`config.mk`:
```
export PLATFORM = sky130hd
export DESIGN_NAME = float_adder_arbiter
export DESIGN_NICKNAME = d
export VERILOG_FILES = /design/src/rtl/float_adder_ctrl_pkg.sv /design/src/rtl/float_adder_arbiter_rr.sv /design/src/rtl/float_adder_arbiter.sv
export SDC_FILE = /design/constraint.sdc
export NUM_CORES = 1
export LEC_CHECK = 0
export BUFFER_PORTS_ARGS = -buffer_cell sky130_fd_sc_hd__buf_2
export CORE_AREA = 5 5 194 196
export DETAILED_ROUTE_END_ITERATION = 10
export DIE_AREA = 0 0 199 201
export GPL_ROUTABILITY_DRIVEN = 0
export PLACE_DENSITY = 0.54
export SLEW_MARGIN = 10
export SYNTH_ARGS = -nofsm -noshare
export SYNTH_HDL_FRONTEND = slang
export SYNTH_SLANG_ARGS = --single-unit
```
`constraint.sdc`:
```
create_clock -name clk_i -period 5.5 [get_ports clk_i]
set_input_delay 0.275 -clock clk_i [delete_from_list [all_inputs] [get_ports clk_i]]
set_output_delay 0.275 -clock clk_i [all_outputs]
set_load 0.01 [all_outputs]
```
`src/rtl/float_adder_ctrl_pkg.sv`:
```
// Shared types for the float adder arbiter: requester ID and tag pipe entry.
package float_adder_ctrl_pkg;

  localparam int ADD_LATENCY = 5;
  localparam int MAX_REQ     = 8;
  localparam int ID_W        = $clog2(MAX_REQ);

  typedef logic [ID_W-1:0] req_id_t;

  typedef struct packed {
    logic    vld;
    req_id_t id;
  } add_tag_t;

endpackage

```
`src/rtl/float_adder_arbiter_rr.sv`:
```
// Combinational round-robin arbiter: one-hot grant to the first eligible index at or after ptr.
module rr_arbiter #(
  parameter int N = 4
) (
  input  logic [N-1:0]         eligible,
  input  logic [$clog2(N)-1:0] ptr,
  output logic [N-1:0]         grant
);

  localparam int PW = $clog2(N);

  logic [PW-1:0] idx_s;
  logic          found_s;

  // Scan from ptr with wrap-around; found_s masks every candidate after the first hit
  always_comb begin
    grant   = '0;
    found_s = 1'b0;
    idx_s   = '0;
    for (int off = 0; off < N; off++) begin
      idx_s        = PW'((int'(ptr) + off) % N);
      grant[idx_s] = grant[idx_s] | (eligible[idx_s] & ~found_s);
      found_s      = found_s | eligible[idx_s];
    end
  end

endmodule

```
`src/rtl/float_adder_arbiter.sv`:
```
// Shares one pipelined float adder between N_REQ requesters; a tag pipe aligned to the
// adder latency steers every sum back to the result slot of the requester that issued it.
module float_adder_arbiter
  import float_adder_ctrl_pkg::*;
#(
  parameter int N_REQ   = 4,
  parameter int LATENCY = ADD_LATENCY,
  parameter int W       = 32
) (
  input  logic                         clk_i,
  input  logic                         rst_i,
  input  logic [N_REQ-1:0]             req_valid,
  input  logic [N_REQ*W-1:0]           req_a,
  input  logic [N_REQ*W-1:0]           req_b,
  output logic [N_REQ-1:0]             req_ready,
  output logic [N_REQ-1:0]             res_valid,
  output logic [N_REQ*W-1:0]           res_data,
  input  logic [N_REQ-1:0]             res_ready,
  output logic                         add_rst_o,
  output logic                         add_inp_rdy,
  output logic [W-1:0]                 add_a,
  output logic [W-1:0]                 add_b,
  input  logic [W-1:0]                 add_sum,
  output logic [$clog2(LATENCY+1)-1:0] in_flight
);

  localparam int PW  = $clog2(N_REQ);
  localparam int IFW = $clog2(LATENCY+1);

  logic [N_REQ-1:0] busy_s;
  logic [N_REQ-1:0] eligible_s;
  logic [N_REQ-1:0] grant_s;
  logic [PW-1:0]    ptr_r;
  logic [PW-1:0]    gnt_idx_s;
  logic             handshake_s;
  logic [W-1:0]     sel_a_s;
  logic [W-1:0]     sel_b_s;
  add_tag_t         tag_in_s;
  add_tag_t         ret_tag_s;
  logic             retire_s;
  add_tag_t         tag_pipe_r [LATENCY+1];
  logic [N_REQ-1:0] res_valid_r;
  logic [W-1:0]     res_data_r [N_REQ];
  logic             add_inp_rdy_r;
  logic [W-1:0]     add_a_r;
  logic [W-1:0]     add_b_r;
  logic [IFW-1:0]   in_flight_r;

  // A requester stays busy from issue until its result slot has been drained
  always_comb begin
    busy_s = res_valid_r;
    for (int s = 0; s <= LATENCY; s++) begin
      for (int i = 0; i < N_REQ; i++) begin
        busy_s[i] = busy_s[i] | (tag_pipe_r[s].vld & (tag_pipe_r[s].id == ID_W'(i)));
      end
    end
  end

  assign eligible_s = req_valid & ~busy_s;

  rr_arbiter #(.N(N_REQ)) u_rr (
    .eligible (eligible_s),
    .ptr      (ptr_r),
    .grant    (grant_s)
  );

  assign handshake_s = |(req_valid & grant_s);

  // Decode the one-hot grant into an index and the winner's operand pair
  always_comb begin
    gnt_idx_s = '0;
    sel_a_s   = '0;
    sel_b_s   = '0;
    for (int i = 0; i < N_REQ; i++) begin
      gnt_idx_s = gnt_idx_s | ({PW{grant_s[i]}} & PW'(i));
      sel_a_s   = sel_a_s | ({W{grant_s[i]}} & req_a[i*W +: W]);
      sel_b_s   = sel_b_s | ({W{grant_s[i]}} & req_b[i*W +: W]);
    end
  end

  assign tag_in_s  = {handshake_s, ID_W'(gnt_idx_s)};
  assign ret_tag_s = tag_pipe_r[LATENCY];
  assign retire_s  = ret_tag_s.vld;

  // Issue registers and round-robin pointer; operands hold between issues
  always_ff @(posedge clk_i) begin
    if (rst_i) begin
      ptr_r         <= '0;
      add_inp_rdy_r <= 1'b0;
      add_a_r       <= '0;
      add_b_r       <= '0;
    end else if (handshake_s) begin
      ptr_r         <= (gnt_idx_s == PW'(N_REQ-1)) ? '0 : gnt_idx_s + PW'(1);
      add_inp_rdy_r <= 1'b1;
      add_a_r       <= sel_a_s;
      add_b_r       <= sel_b_s;
    end else begin
      add_inp_rdy_r <= 1'b0;
    end
  end

  // Tag shift register: the entry at stage LATENCY lines up with add_sum
  always_ff @(posedge clk_i) begin
    if (rst_i) begin
      for (int s = 0; s <= LATENCY; s++) begin
        tag_pipe_r[s] <= '0;
      end
    end else begin
      tag_pipe_r[0] <= tag_in_s;
      for (int s = 1; s <= LATENCY; s++) begin
        tag_pipe_r[s] <= tag_pipe_r[s-1];
      end
    end
  end

  // Result slots; a retiring write and a drain never target the same slot
  always_ff @(posedge clk_i) begin
    if (rst_i) begin
      res_valid_r <= '0;
      for (int i = 0; i < N_REQ; i++) begin
        res_data_r[i] <= '0;
      end
    end else begin
      for (int i = 0; i < N_REQ; i++) begin
        if (retire_s && (ret_tag_s.id == ID_W'(i))) begin
          res_valid_r[i] <= 1'b1;
          res_data_r[i]  <= add_sum;
        end else if (res_valid_r[i] && res_ready[i]) begin
          res_valid_r[i] <= 1'b0;
        end else begin
          res_valid_r[i] <= res_valid_r[i];
        end
      end
    end
  end

  // Occupancy counter tracking the valid entries of the tag pipe
  always_ff @(posedge clk_i) begin
    if (rst_i) begin
      in_flight_r <= '0;
    end else begin
      case ({handshake_s, retire_s})
        2'b10:   in_flight_r <= in_flight_r + IFW'(1);
        2'b01:   in_flight_r <= in_flight_r - IFW'(1);
        default: in_flight_r <= in_flight_r;
      endcase
    end
  end

  assign req_ready   = grant_s;
  assign res_valid   = res_valid_r;
  assign add_rst_o   = rst_i;
  assign add_inp_rdy = add_inp_rdy_r;
  assign add_a       = add_a_r;
  assign add_b       = add_b_r;
  assign in_flight   = in_flight_r;

  for (genvar g = 0; g < N_REQ; g++) begin : g_res
    assign res_data[g*W +: W] = res_data_r[g];
  end

endmodule

```
-- After elaboration in Yosys (flattened, before gate mapping)
Memory sizes are Yosys's and may differ from the RTL's.
Cells that the tools add are included.
- memories kept: 2
- memory bits (writable): 152
- logic and storage cells: 223
- input port bits: 298
- register bits after elaboration: 74
- muxes and demuxes: 63
- $lt $le $gt $ge: 8
- bitwise logic cells: 90
- $add $sub $neg: 6
- reductions and logical operators: 24
- eq/ne operators: 21
- memories (name ; depth ; bits a word ; read ports ; clocked after Yosys merged registers in ; write ports ; line ; source):
    res_data_r ; 4 ; 32 ; 4 ; 0 ; 4 ; float_adder_arbiter.sv:43 ; logic [W-1:0] res_data_r [N_REQ];
    tag_pipe_r ; 6 ; 4 ; 6 ; 0 ; 6 ; float_adder_arbiter.sv:41 ; add_tag_t tag_pipe_r [LATENCY+1];
- operators with widths (kind ; count):
    $and A32 B32 Y32 ; 8
    $or A32 B32 Y32 ; 6
    $mux W32 ; 4
    $or A1 B1 Y1 ; 40
    $eq A3 B2 Y1 const B ; 12
    $mux W1 ; 36
    $and A1 B1 Y1 ; 27
    $mux W4 ; 6
    $eq A3 B1 Y1 const B ; 6
    $logic_not A3 Y1 ; 6
    $bmux W1 S2 ; 8
    $and A4 B4 Y4 ; 3
    $bwmux W4 ; 3
    $logic_and A1 B1 Y1 ; 12
    $lt A2 B3 Y1 const B ; 4
    $reduce_bool A2 Y1 ; 5
    $demux W1 S2 ; 4
    $ge A2 B1 Y1 const B ; 4
    $pmux W3 S2 ; 1
    $add A2 B1 Y2 const B ; 2
    $add A2 B2 Y2 const B ; 2
    $eq A2 B2 Y1 const B ; 2
    $not A4 Y4 ; 1
    $reduce_or A4 Y1 ; 1
    7 further kinds ; 9

-- Logic depth before layout (Yosys ltp)
Gate-level depths: netlist of run 1.
An unclocked memory read counts as a cell.
- word-level depth: 31
- gate-level depth with buffers: 23

-- Cells and area by module
Synthesis of run 1 repeated with hierarchy kept, for this count alone.
- cells, all modules: 869
- area total of the unflattened synthesis: 9967.1 um2
- by module, submodules not included (module ; seq. area each (um2) ; area each (um2) ; times used ; cells an instance):
    float_adder_arbiter ; 5665.4 ; 9308.9 ; 1 ; 780
    rr_arbiter ; 0.0 ; 658.1 ; 1 ; 89

-- Worst setup path after synthesis of run 1
OpenSTA, ideal clock, no wires.
- kind: reg-to-reg
- start point: register ptr_r[0]
- end point: register in_flight_r[2], in the netlist in_flight[2]
- data required time: 5430 ps
- path slack: 572 ps
- stages on the path, launching flop included: 22
- period minus slack after synthesis: 4928 ps
- data arrival time: 4857 ps
- buffers on the path: 4
- path through: dfxtp_1 clkbuf_1 clkinv_1 ha_1 clkbuf_1 mux4_2 or2_1 a31oi_1 o221ai_1 o2bb2ai_1 a211oi_2 a221oi_2 nand2_1 buf_2 buf_2 inv_1 ha_1 inv_1 fa_1 xor2_1 or3_1 a21oi_1
- longest elaborated chain between the ends: 21
- elaborated cells on any way between the ends: 61
- those cells by class: add/sub: 3; order compare: 8; eq/ne: 2; mux: 28; bitwise: 14; reduce/logical: 6
- RTL lines (item ; line ; source):
    start: declaration ; float_adder_arbiter.sv:33 ; logic [PW-1:0] ptr_r;
    start signal: assignment ; float_adder_arbiter.sv:93 ; ptr_r <= (gnt_idx_s == PW'(N_REQ-1)) ? '0 : gnt_idx_s + PW'(1);
    $lt A2 B3 Y1 (not written as such) / $ge A2 B1 Y1 (equally long branches) ; float_adder_arbiter_rr.sv:22 ; grant[idx_s] = grant[idx_s] | (eligible[idx_s] & ~found_s);
    $logic_and A1 B1 Y1 (not written as such) ; float_adder_arbiter_rr.sv:22 ;
    $mux W1 (not written as such) ; float_adder_arbiter_rr.sv:22 ;
    $demux W1 S2 ; -- ;
    $and A4 B4 Y4 (no source line) ; -- ;
    $bmux W1 S2 ; float_adder_arbiter_rr.sv:22 ;
    $mux W1 (not written as such) ; float_adder_arbiter_rr.sv:22 ;
    $or A1 B1 Y1 ; float_adder_arbiter_rr.sv:22 ;
    [5 not listed] ; -- ;
    $bmux W1 S2 ; float_adder_arbiter_rr.sv:22 ;
    $mux W1 (not written as such) ; float_adder_arbiter_rr.sv:22 ;
    $or A1 B1 Y1 ; float_adder_arbiter_rr.sv:22 ;
    $bwmux W4 * ; float_adder_arbiter_rr.sv:22 ;
    $and A4 B4 Y4 * ; float_adder_arbiter.sv:67 ; assign handshake_s = |(req_valid & grant_s);
    $reduce_or A4 Y1 * ; float_adder_arbiter.sv:67 ;
    $eq A2 B1 Y1 / $eq A2 B2 Y1 (equally long branches) ; float_adder_arbiter.sv:142 ; case ({handshake_s, retire_s})
    $pmux W3 S2 / $reduce_bool A2 Y1 (equally long branches) ; -- ;
    end signal: assignment ; float_adder_arbiter.sv:143 ; 2'b10: in_flight_r <= in_flight_r + IFW'(1);
    end signal: assignment ; float_adder_arbiter.sv:144 ; 2'b01: in_flight_r <= in_flight_r - IFW'(1);
    end signal: assignment ; float_adder_arbiter.sv:145 ; default: in_flight_r <= in_flight_r;
    end: declaration ; float_adder_arbiter.sv:47 ; logic [IFW-1:0] in_flight_r;
Mark *: on every way between the ends. The rest lies on a longest branch, timed or not. The select of a mux whose other input is x is not followed.
A chain may end at the register's enable or synchronous reset.

-- Worst setup path after layout of run 1
- start point: register ptr_r[1]
- end point: output port req_ready[3]
- longest elaborated chain between the ends: 17
- elaborated cells on any way between the ends: 55
- those cells by class: add/sub: 3; order compare: 8; mux: 27; bitwise: 13; reduce/logical: 4
- RTL lines (item ; line ; source):
    $lt A2 B3 Y1 (not written as such) / $ge A2 B1 Y1 (equally long branches) ; float_adder_arbiter_rr.sv:22 ;
    $logic_and A1 B1 Y1 (not written as such) ; float_adder_arbiter_rr.sv:22 ;
    $mux W1 (not written as such) ; float_adder_arbiter_rr.sv:22 ;
    $demux W1 S2 ; -- ;
    $and A4 B4 Y4 (no source line) ; -- ;
    $bmux W1 S2 ; float_adder_arbiter_rr.sv:22 ;
    $mux W1 (not written as such) ; float_adder_arbiter_rr.sv:22 ;
    $or A1 B1 Y1 ; float_adder_arbiter_rr.sv:22 ;
    $bwmux W4 ; float_adder_arbiter_rr.sv:22 ;
    $bmux W1 S2 ; float_adder_arbiter_rr.sv:22 ;
    $mux W1 (not written as such) ; float_adder_arbiter_rr.sv:22 ;
    $or A1 B1 Y1 ; float_adder_arbiter_rr.sv:22 ;
    $bwmux W4 ; float_adder_arbiter_rr.sv:22 ;
    $bmux W1 S2 ; float_adder_arbiter_rr.sv:22 ;
    $mux W1 (not written as such) ; float_adder_arbiter_rr.sv:22 ;
    $or A1 B1 Y1 ; float_adder_arbiter_rr.sv:22 ;
    $bwmux W4 * ; float_adder_arbiter_rr.sv:22 ;
    end: declaration ; float_adder_arbiter.sv:15 ; output logic [N_REQ-1:0] req_ready,
Marks and branches as above.

==> results of run 1 <==
==> final timing paths <==
check,start,endpoint,slack (ns),cells past startpoint
worst max-delay path,ptr_r[1],req_ready[3],0.38,14
worst min-delay path,req_b[10],add_b[10],0.03,3
worst min register to register,res_valid[1],res_valid[1],0.49,2
worst max register to register,ptr_r[1],add_a[22],0.40,15
==> flip-flops by register name (all words and copies together), names as in the netlist <==
| signal | cells |
|---|---|
| add_a | 32 |
| add_b | 32 |
| in_flight | 3 |
| ptr_r | 2 |
| res_data_r | 128 |
| res_valid | 4 |
| tag_pipe_r | 18 |
==> layer usage <==
layer / vias up / wire length [um] / GRT usage [%]
met5: - / 28 / 0
met2: 477 / 19400 / 31.9
li1: 4491 / - / -
met3: 68 / 4050 / 5.57
met4: 4 / 1380 / 6.55
met1: 4654 / 15000 / 21.5
==> per-stage QoR <==
step           power, uW  utilization [%]  hold WS [ns]  std cells
4_1_cts             7050             39.2      0.000168       1880
5_1_grt             7410             39.4        0.0149       1888
3_3_place_gp        5400             36.4         0.481       1812
6_report            6990             39.4        0.0331       1888
2_1_floorplan       4350                -         0.443        906
3_5_place_dp        5440             36.4         0.494       1812
==> power by group through the flow <==
stage                     Clock, uW  Combinational (uW)  Sequential, uW
final                          1570                3280            2150
after global routing           1680                3560            2170
after CTS                      1620                3280            2140
after detailed placement          0                3260            2170
after global placement            0                3230            2160
after floorplan                   0                2090            2260
==> repair_timing <==
item | CTS | global route
hold buffers | 27 | 0
resized for setup | 0 | 4
endpoints found under the hold margin | 27 | 0
setup endpoints to repair | 0 | 63
==> logic make-up after synthesis <==
logic type / after synthesis
AOI/OAI and AO/OA: 191
xor gates and xnor gates: 3
DFF: 219
muxes: 6
and+or+nand+nor: 386
buffers and inverters: 95
adders and majority gates: 6
==> layout by cell type, fill, tap and decap left out, drive strengths merged, types with 22 or more instances in the layout <==
cell type,netlist,final
dfxtp,91,91
nor3,74,74
dlygate4sd3,0,27
a222oi,64,64
edfxtp,128,128
clkbuf,50,31
nor2,22,22
and2,131,131
buf,29,517
a311oi,64,64
nand2,80,80
==> area by class of cell <==
type	count	area, um^2
Antenna cell	8	20.0
Clock buffer	31	648
Clock inverter	10	104
Fill cell	3599	21800
Inverter	16	60.1
Multi-Input combinational cell	592	4110
Sequential cell	219	5670
Tap cell	468	586
Timing Repair Buffer	544	2950
==> critical path, cell delays in order (launching register included) <==
cell and delay, ns:
sky130_fd_sc_hd__dfxtp_1 0.47, sky130_fd_sc_hd__inv_1 0.19, sky130_fd_sc_hd__ha_1 0.60, sky130_fd_sc_hd__nor2b_1 0.32, sky130_fd_sc_hd__nor4b_1 0.47, sky130_fd_sc_hd__o21ai_0 0.20, sky130_fd_sc_hd__mux2_4 0.31, sky130_fd_sc_hd__and2_4 0.15
sky130_fd_sc_hd__nor3_2 0.26, sky130_fd_sc_hd__nor3_2 0.12, sky130_fd_sc_hd__o31a_1 0.37, sky130_fd_sc_hd__or2_1 0.30, sky130_fd_sc_hd__inv_2 0.09, sky130_fd_sc_hd__buf_12 0.24, sky130_fd_sc_hd__buf_2 0.20
==> qor.txt, run 1 <==
vias in the first global route: 9726
largest net degree at the start of global routing: 92
worst-skew pair later-pin latency: 0.52 ns
share of layout cells above drive strength 1: 41.1%
DRT Wirelength: 39.8 mm
clk_skew: 0.0207 ns
final period demand of the worst path: 5.12 ns
Worst-Margin Slew: 1.07 ns
MaxCap Viol Count: 0
post-synthesis cell area: 0.0101 mm^2
critical path data arrival time: 4.84 ns
total internal power: 4140 uW
area enclosed by the die boundary: 0.0400 mm^2
overall track demand over capacity in global routing: 18.4%
finished layout cell area: 0.0141 mm^2
EDFF count, synth: 128
static power due to leakage: 0.00610 uW
Synth Flop Type: sky130_fd_sc_hd__edfxtp_1
Synth area leaders: sky130_fd_sc_hd__edfxtp_1 (38%), sky130_fd_sc_hd__dfxtp_1 (18%), sky130_fd_sc_hd__and2_1 (8.0%)
H-tree lvl count: 1
area share of the largest cell type after synthesis: 38.0%
pwr/cell area: 494 mW/mm^2
Pre-Repair DR Iteration Count: 10
Net Count, Synth: 1210
Critical Path Start Type: register
number of sinks handled by clock tree synthesis: 219
Clock power frac: 22.5%
layout net count: 1702
Hold Violations, Final: 0
Die X-Extent: 199 um
instance area after placement: 0.0131 mm^2
worst setup timing slack at the placement stage: 0.394 ns
height of the chip: 201 um
buffers added on ports: 502
xor and xnor fraction of the mapped netlist area: 0.260%
row count: 70
initial antenna violation count: 11
placeable core region: 0.0359 mm^2
worst setup path class: register to output port
dominant combinational cell family by area after synthesis: simple AND/OR/NAND/NOR gates
routed length per instance: 21.1 um
Max Fclk: 195 MHz
worst setup slack after layout: 0.380 ns
number of storage elements in the synthesis netlist: 219
clock input transition at the sequential cells of the worst setup and hold paths: 0.06 ns
CTS tree: done
total congestion overflow after global routing: 0
arithmetic-cell share of the synthesized area counting full adders, half adders and majority gates: 0.816%
HPWL after detailed placement: 29.2 mm
YS warnings: 0
synthesis-to-layout area growth: 39.7%
number of failing setup endpoints in the final timing report: 0
headroom to the max-slew limit: 28.7%
number of I/O pins: 503
required time of the critical path: 5.22 ns
combinational share of power: 46.8%
area fraction in compound gates after synthesis: 17.0%
mux cell area share after synthesis: 1.01%
share of synthesized area occupied by flip-flops and latches: 56.0%
maximum vdd drop: 0.000299 V
dominant cell by count in the synthesized netlist: sky130_fd_sc_hd__and2_1
# Post-CTS Setup Buffers: 0
synth cell count leaders: sky130_fd_sc_hd__and2_1 (130), sky130_fd_sc_hd__edfxtp_1 (128), sky130_fd_sc_hd__dfxtp_1 (91)
Simple-Gate Fraction of Synth Area: 20.7%
final period utilization: 93.1%
type of the tightest min-delay check: input port to register
Remaining DRCs: 0
Cell variety after synth: 71
ratio of routed vias to standard cells: 5.13
Antenna Nets Post-Route: 0
mean instance size in the synthesized netlist: 11.2 um^2
Initial Util: 28.2%
RSZ-0062 raised after global routing: no
setup TNS after final layout: 0 ns
maximum count of clock buffers along a single path: 3
outcome: finished clean
leading area contributor after synthesis: sky130_fd_sc_hd__edfxtp_1
Worst Path Max Fanout: 66
relative contribution of sequential cells to total power: 30.7%
number of buffers created by CTS: 25
net switching power of the design: 2850 uW
first-pass GRT wire length: 57.8 mm
CP endpoint kind: output port
fraction of registers with async set/reset: 0%
CTS Root Buffer Type: sky130_fd_sc_hd__clkbuf_16
post-synthesis cell count: 906
proportion of total power due to net switching: 40.8%
max-slew violation total from the final report: 0
vias after detailed routing: 9694
Detailed Route Iter0 Violations: 724
No activity file was read; power rests on OpenSTA's default activity.
==> inputs of run 2 (changes only) <==
--- a/config.mk
+++ b/config.mk
@@ -6,11 +6,12 @@
 export NUM_CORES = 1
 export LEC_CHECK = 0
 export BUFFER_PORTS_ARGS = -buffer_cell sky130_fd_sc_hd__buf_2
-export CORE_AREA = 5 5 194 196
+export CAP_MARGIN = 20
+export CORE_AREA = 5 5 192 194
 export DETAILED_ROUTE_END_ITERATION = 10
-export DIE_AREA = 0 0 199 201
+export DIE_AREA = 0 0 197 199
 export GPL_ROUTABILITY_DRIVEN = 0
-export PLACE_DENSITY = 0.54
+export PLACE_DENSITY = 0.57
 export SLEW_MARGIN = 10
 export SYNTH_ARGS = -nofsm -noshare
 export SYNTH_HDL_FRONTEND = slang
==> constraint.sdc (replaced) <==
create_clock -name clk_i -period 4.15 [get_ports clk_i]
set_input_delay 0.2075 -clock clk_i [delete_from_list [all_inputs] [get_ports clk_i]]
set_output_delay 0.2075 -clock clk_i [all_outputs]
set_load 0.01 [all_outputs]
==> qor.txt, run 2 (synthesis results as in run 1) <==
HPWL after detailed placement: 30.2 mm
Die X-Extent: 197 um
pwr/cell area: 638 mW/mm^2
type of the tightest min-delay check: input port to register
setup TNS after final layout: -3.41 ns
CTS tree: done
headroom to the max-slew limit: 31.5%
Detailed Route Iter0 Violations: 690
Worst Path Max Fanout: 4
maximum vdd drop: 0.000404 V
max layer used: met4
Antenna Nets Post-Route: 0
Clock power frac: 19.8%
layout net count: 1857
worst setup timing slack at the placement stage: -0.296 ns
commonest non-fill, non-tap cells in the layout: sky130_fd_sc_hd__buf_2 (500), sky130_fd_sc_hd__and2_1 (129), sky130_fd_sc_hd__edfxtp_1 (128)
relative contribution of sequential cells to total power: 28.2%
overall track demand over capacity in global routing: 19.8%
count of cells along the worst register-to-register path: 18
Routed met1 length: 16.0 mm
row count: 69
combinational share of power: 52.0%
detailed-routed wire length on met2: 19.8 mm
final period demand of the worst path: 4.31 ns
largest net degree at the start of global routing: 97
worst hold path cell count: 3
MaxCap Viol Count: 0
initial antenna violation count: 8
number of failing setup endpoints in the final timing report: 61
failing checks: negative setup slack
critical path data arrival time: 4.77 ns
CTS Root Buffer Type: sky130_fd_sc_hd__clkbuf_16
instance area after placement: 0.0137 mm^2
Remaining DRCs: 0
DP Cell Count: 1880
total internal power: 6020 uW
number of flip-flops in the largest register: 128
Reg with most FFs: res_data_r
commonest non-fill, non-tap cell in the layout: sky130_fd_sc_hd__buf_2
Initial Util: 28.9%
smallest hold slack: 0.00488 ns
required time of the critical path: 4.60 ns
fillcell total: 3326
synthesis-to-layout area growth: 56.7%
ratio of routed vias to standard cells: 5.10
vias in the first global route: 10500
Worst-Margin Slew: 1.03 ns
buffers added on ports: 502
first-pass GRT wire length: 60.9 mm
vias after detailed routing: 10400
Max Fclk: 232 MHz
number of sinks handled by clock tree synthesis: 219
routed length per instance: 20.3 um
share of layout cells above drive strength 1: 46.0%
worst setup slack after layout: -0.163 ns
finished layout cell area: 0.0159 mm^2
worst setup path class: register to register
area enclosed by the die boundary: 0.0392 mm^2
H-tree lvl count: 1
Pre-Repair DR Iteration Count: 10
clk_skew: 0.0140 ns
final period utilization: 104%
number of standard cells in the layout, taps in and fillers out: 2039
height of the chip: 199 um
Hold Violations, Final: 0
static power due to leakage: 0.00692 uW
outcome: finished with violations
amount of wire on met3 after detailed routing: 3.85 mm
net switching power of the design: 4090 uW
proportion of total power due to net switching: 40.5%
Critical Path Start Type: register
worst-skew pair later-pin latency: 0.53 ns
total congestion overflow after global routing: 0
DRT Wirelength: 41.4 mm
number of buffers created by CTS: 24
RSZ-0062 raised after global routing: yes
maximum count of clock buffers along a single path: 3
clock input transition at the sequential cells of the worst setup and hold paths: 0.06 ns
number of I/O pins: 503
max-slew violation total from the final report: 0
CP endpoint kind: register
placeable core region: 0.0351 mm^2
==> run 2: changes by cell type in the layout (fill, tap and decap cells not counted), moves of 4 or more <==
| cell | delta |
|---|---|
| sky130_fd_sc_hd__buf_4 | +81 |
| sky130_fd_sc_hd__dfxtp_4 | +5 |
| sky130_fd_sc_hd__dfxtp_1 | -18 |
| sky130_fd_sc_hd__dlygate4sd3_1 | +66 |
| sky130_fd_sc_hd__nor3b_1 | -6 |
| sky130_fd_sc_hd__dfxtp_2 | +13 |
| sky130_fd_sc_hd__buf_12 | +4 |
==> run 2: worst paths after layout <==
kind	to	slack, ns	startpoint
worst max-delay path	in_flight[2]	-0.16	tag_pipe_r[0][20]
worst min-delay path	add_b[0]	0.005	req_b[0]
worst max register to register	in_flight[2]	-0.16	tag_pipe_r[0][20]
worst min register to register	tag_pipe_r[0][15]	0.49	tag_pipe_r[0][11]
==> run 2: worst max-delay path: stages, from the launching register on <==
cell and delay (ns):
sky130_fd_sc_hd__dfxtp_2 0.35, sky130_fd_sc_hd__nand3b_1 0.17, sky130_fd_sc_hd__o2111ai_2 0.14, sky130_fd_sc_hd__or3_4 0.39, sky130_fd_sc_hd__mux4_2 0.54, sky130_fd_sc_hd__a2111oi_4 0.30, sky130_fd_sc_hd__buf_4 0.20, sky130_fd_sc_hd__a2bb2o_4 0.25
sky130_fd_sc_hd__a22oi_2 0.22, sky130_fd_sc_hd__a211oi_4 0.07, sky130_fd_sc_hd__a221oi_2 0.33, sky130_fd_sc_hd__nand2_2 0.13, sky130_fd_sc_hd__inv_4 0.08, sky130_fd_sc_hd__ha_4 0.13, sky130_fd_sc_hd__inv_2 0.03, sky130_fd_sc_hd__fa_2 0.32
sky130_fd_sc_hd__xor2_1 0.15, sky130_fd_sc_hd__or3_1 0.31, sky130_fd_sc_hd__a21oi_1 0.12
==> run 2: final cells by class <==
class                      instances  area [um^2]  share of cell area, %
antenna                            7         17.5                  0.110
clock buffer                      34          658                   4.15
clock inverter                    10         66.3                  0.418
inverter                          16         63.8                  0.403
multi-input combinational        592         4380                   27.6
sequential                       219         5700                   36.0
tap                              461          577                   3.64
timing repair buffer             700         4390                   27.7
==> run 2: through the flow <==
stage / total power [uW] / util, %
after CTS: 10100 / 44.7
after detailed placement: 7750 / 39.2
after global placement: 7690 / 39.2
final: 10100 / 45.2
after global routing: 10700 / 45.2
after floorplan: 5870 / -
==> run 2: repair_timing <==
item                                   in CTS  in global routing
setup endpoints to repair                  70                 70
hold buffers                               93                  0
endpoints found under the hold margin     160                  0
pin swaps                                  17                  5
cloned                                      1                  0
buffers inserted                            8                  5
gates resized for setup                    40                 29
==> run 2: layer usage <==
layer	vias to the layer above	global-route usage, %
li1	4811	-
met1	5033	23.4
met2	485	34.1
met3	71	5.69
met4	0	7.50
met5	-	0
==> run 2: power by group through the flow <==
stage / clock (uW) / sequential [uW] / combinational, uW
floorplan: 0 / 3000 / 2870
global placement: 0 / 2880 / 4810
detailed placement: 0 / 2880 / 4870
CTS: 2050 / 2850 / 5200
global route: 2110 / 2900 / 5700
finish: 2000 / 2860 / 5260
==> inputs of run 3 (changes only) <==
==> constraint.sdc (replaced) <==
create_clock -name clk_i -period 3.84 [get_ports clk_i]
set_input_delay 0.192 -clock clk_i [delete_from_list [all_inputs] [get_ports clk_i]]
set_output_delay 0.192 -clock clk_i [all_outputs]
set_load 0.01 [all_outputs]
==> qor.txt, run 3 (synthesis results as in run 1) <==
Pre-Repair DR Iteration Count: 9
commonest non-fill, non-tap cell in the layout: sky130_fd_sc_hd__buf_2
number of sinks handled by clock tree synthesis: 219
buffers added on ports: 502
count of buffering cells on the critical path with inverters included: 4
critical path data arrival time: 4.79 ns
CP endpoint kind: register
final period demand of the worst path: 4.34 ns
vias after detailed routing: 10800
HPWL after detailed placement: 30.6 mm
number of buffers created by CTS: 24
commonest non-fill, non-tap cells in the layout: sky130_fd_sc_hd__buf_2 (498), sky130_fd_sc_hd__and2_1 (129), sky130_fd_sc_hd__buf_4 (129)
proportion of total power due to net switching: 39.2%
Detailed Route Iter0 Violations: 797
layout net count: 1918
MaxCap Viol Count: 0
CTS tree: done
Hold Violations, Final: 0
worst setup slack after layout: -0.505 ns
row count: 69
CTS Root Buffer Type: sky130_fd_sc_hd__clkbuf_16
maximum count of clock buffers along a single path: 3
Slowest Stage Delay on Critical Path: 0.55 ns
Critical Path Start Type: register
sequence of cells on the critical path: buf_4 -> nand3_1 -> nand2_1 -> or3_4 -> mux4_2 -> a2111oi_4 -> buf_4 -> a2bb2o_4 -> a22oi_2 -> a211oi_4 -> a221oi_2 -> nand2_2 -> inv_4 -> ha_4 -> inv_2 -> fa_2 -> xor2_1 -> or3_1 -> a21oi_1
share of layout cells above drive strength 1: 49.9%
Die X-Extent: 197 um
number of I/O pins: 503
total internal power: 7950 uW
required time of the critical path: 4.29 ns
synthesis-to-layout area growth: 67.1%
routed length per instance: 21.7 um
vias in the first global route: 10500
Initial Util: 28.9%
static power due to leakage: 0.00747 uW
Worst-Margin Slew: 1.03 ns
net switching power of the design: 5120 uW
overall track demand over capacity in global routing: 20.3%
largest net degree at the start of global routing: 92
clock input transition at the sequential cells of the worst setup and hold paths: 0.06 ns
ratio of routed vias to standard cells: 5.13
combinational share of power: 57.1%
placeable core region: 0.0351 mm^2
height of the chip: 199 um
number of flip-flops in the largest register: 128
clk_skew: 0.00739 ns
Clock power frac: 19.0%
final period utilization: 113%
outcome: finished with violations
initial antenna violation count: 5
maximum vdd drop: 0.000611 V
smallest hold slack: 0.0308 ns
Critical-path top delay cell: sky130_fd_sc_hd__mux4_2
H-tree lvl count: 1
total congestion overflow after global routing: 0
area enclosed by the die boundary: 0.0392 mm^2
Antenna Nets Post-Route: 0
Remaining DRCs: 0
pwr/cell area: 773 mW/mm^2
Max Fclk: 230 MHz
failing checks: negative setup slack
number of failing setup endpoints in the final timing report: 73
Worst Path Max Fanout: 4
RSZ-0062 raised after global routing: yes
headroom to the max-slew limit: 31.4%
type of the tightest min-delay check: input port to register
worst-skew pair later-pin latency: 0.53 ns
max-slew violation total from the final report: 0
core utilization of the finished layout: 48.2%
Reg with most FFs: res_data_r
first-pass GRT wire length: 62.0 mm
CP top delay family: compound AO/OA/AOI/OAI gates
Most common cell on crit path: sky130_fd_sc_hd__buf_4
worst setup path class: register to register
DRT Wirelength: 45.5 mm
relative contribution of sequential cells to total power: 23.8%
-- run 3: cell count changes in the layout (fill, tap and decap cells not counted), moves of 4 or more --
cell,delta
sky130_fd_sc_hd__nor3_1,-28
sky130_fd_sc_hd__nor3_2,+28
sky130_fd_sc_hd__dfxtp_2,-4
sky130_fd_sc_hd__dfxtp_1,+7
sky130_fd_sc_hd__buf_4,+36
sky130_fd_sc_hd__clkinv_1,-4
sky130_fd_sc_hd__bufinv_16,+4
sky130_fd_sc_hd__clkbuf_1,-6
sky130_fd_sc_hd__buf_6,+9
sky130_fd_sc_hd__clkbuf_16,+10
-- run 3: area by class of cell --
type,count,area [um^2]
antenna,5,12.5
clock buffer,34,692
clock inverter,10,170
fill,3236,18100
inverter,16,63.8
multi-input combinational,592,4540
sequential,219,5680
tap,461,577
timing repair buffer,761,5170
-- run 3: path summary, 6_finish.rpt --
kind	startpoint	end	slack, ns	depth (start not counted)
max reg2reg	tag_pipe_r[0][20]	in_flight[2]	-0.50	19
max	tag_pipe_r[0][20]	in_flight[2]	-0.50	19
min reg2reg	tag_pipe_r[0][7]	tag_pipe_r[0][11]	0.50	1
min	add_sum[2]	res_data_r[0][2]	0.03	2
-- run 3: per-stage QoR --
step / power [uW] / std cells / worst slack [ns] / setup TNS (ns) / cell area (um^2)
after global routing: 13700 / 2098 / -0.679 / -29.75 / 16900
after CTS: 11800 / 2054 / -0.428 / -17.64 / 16100
after floorplan: 6340 / 906 / -0.643 / -1.25 / 10200
after detailed placement: 8500 / 1899 / -0.601 / -35.84 / 13900
final: 13100 / 2098 / -0.505 / -18.48 / 16900
after global placement: 8440 / 1899 / -0.480 / -30.62 / 13900
-- run 3: timing repair --
action / CTS / global route
hold buffers: 95 / 0
setup buffers: 12 / 31
pin swaps: 24 / 30
gates cloned: 4 / 12
endpoints found under the setup margin: 73 / 74
gates resized for setup: 52 / 57
hold endpoints to repair: 167 / 0
-- run 3: layer usage --
layer | global-route usage, % | up-vias | routed length, um
met4 | 5.78 | 0 | 1590
met3 | 5.45 | 88 | 4570
met2 | 35.8 | 597 | 22400
met1 | 24.3 | 5134 | 17000
li1 | - | 4944 | -
met5 | 0 | - | 0
-- run 3: power groups by stage --
stage / sequential [uW] / clock [uW] / combinational [uW]
final: 3110 / 2490 / 7470
after global routing: 3150 / 2630 / 7890
after CTS: 3080 / 2540 / 6200
after detailed placement: 3120 / 0 / 5380
after global placement: 3110 / 0 / 5330
after floorplan: 3240 / 0 / 3100
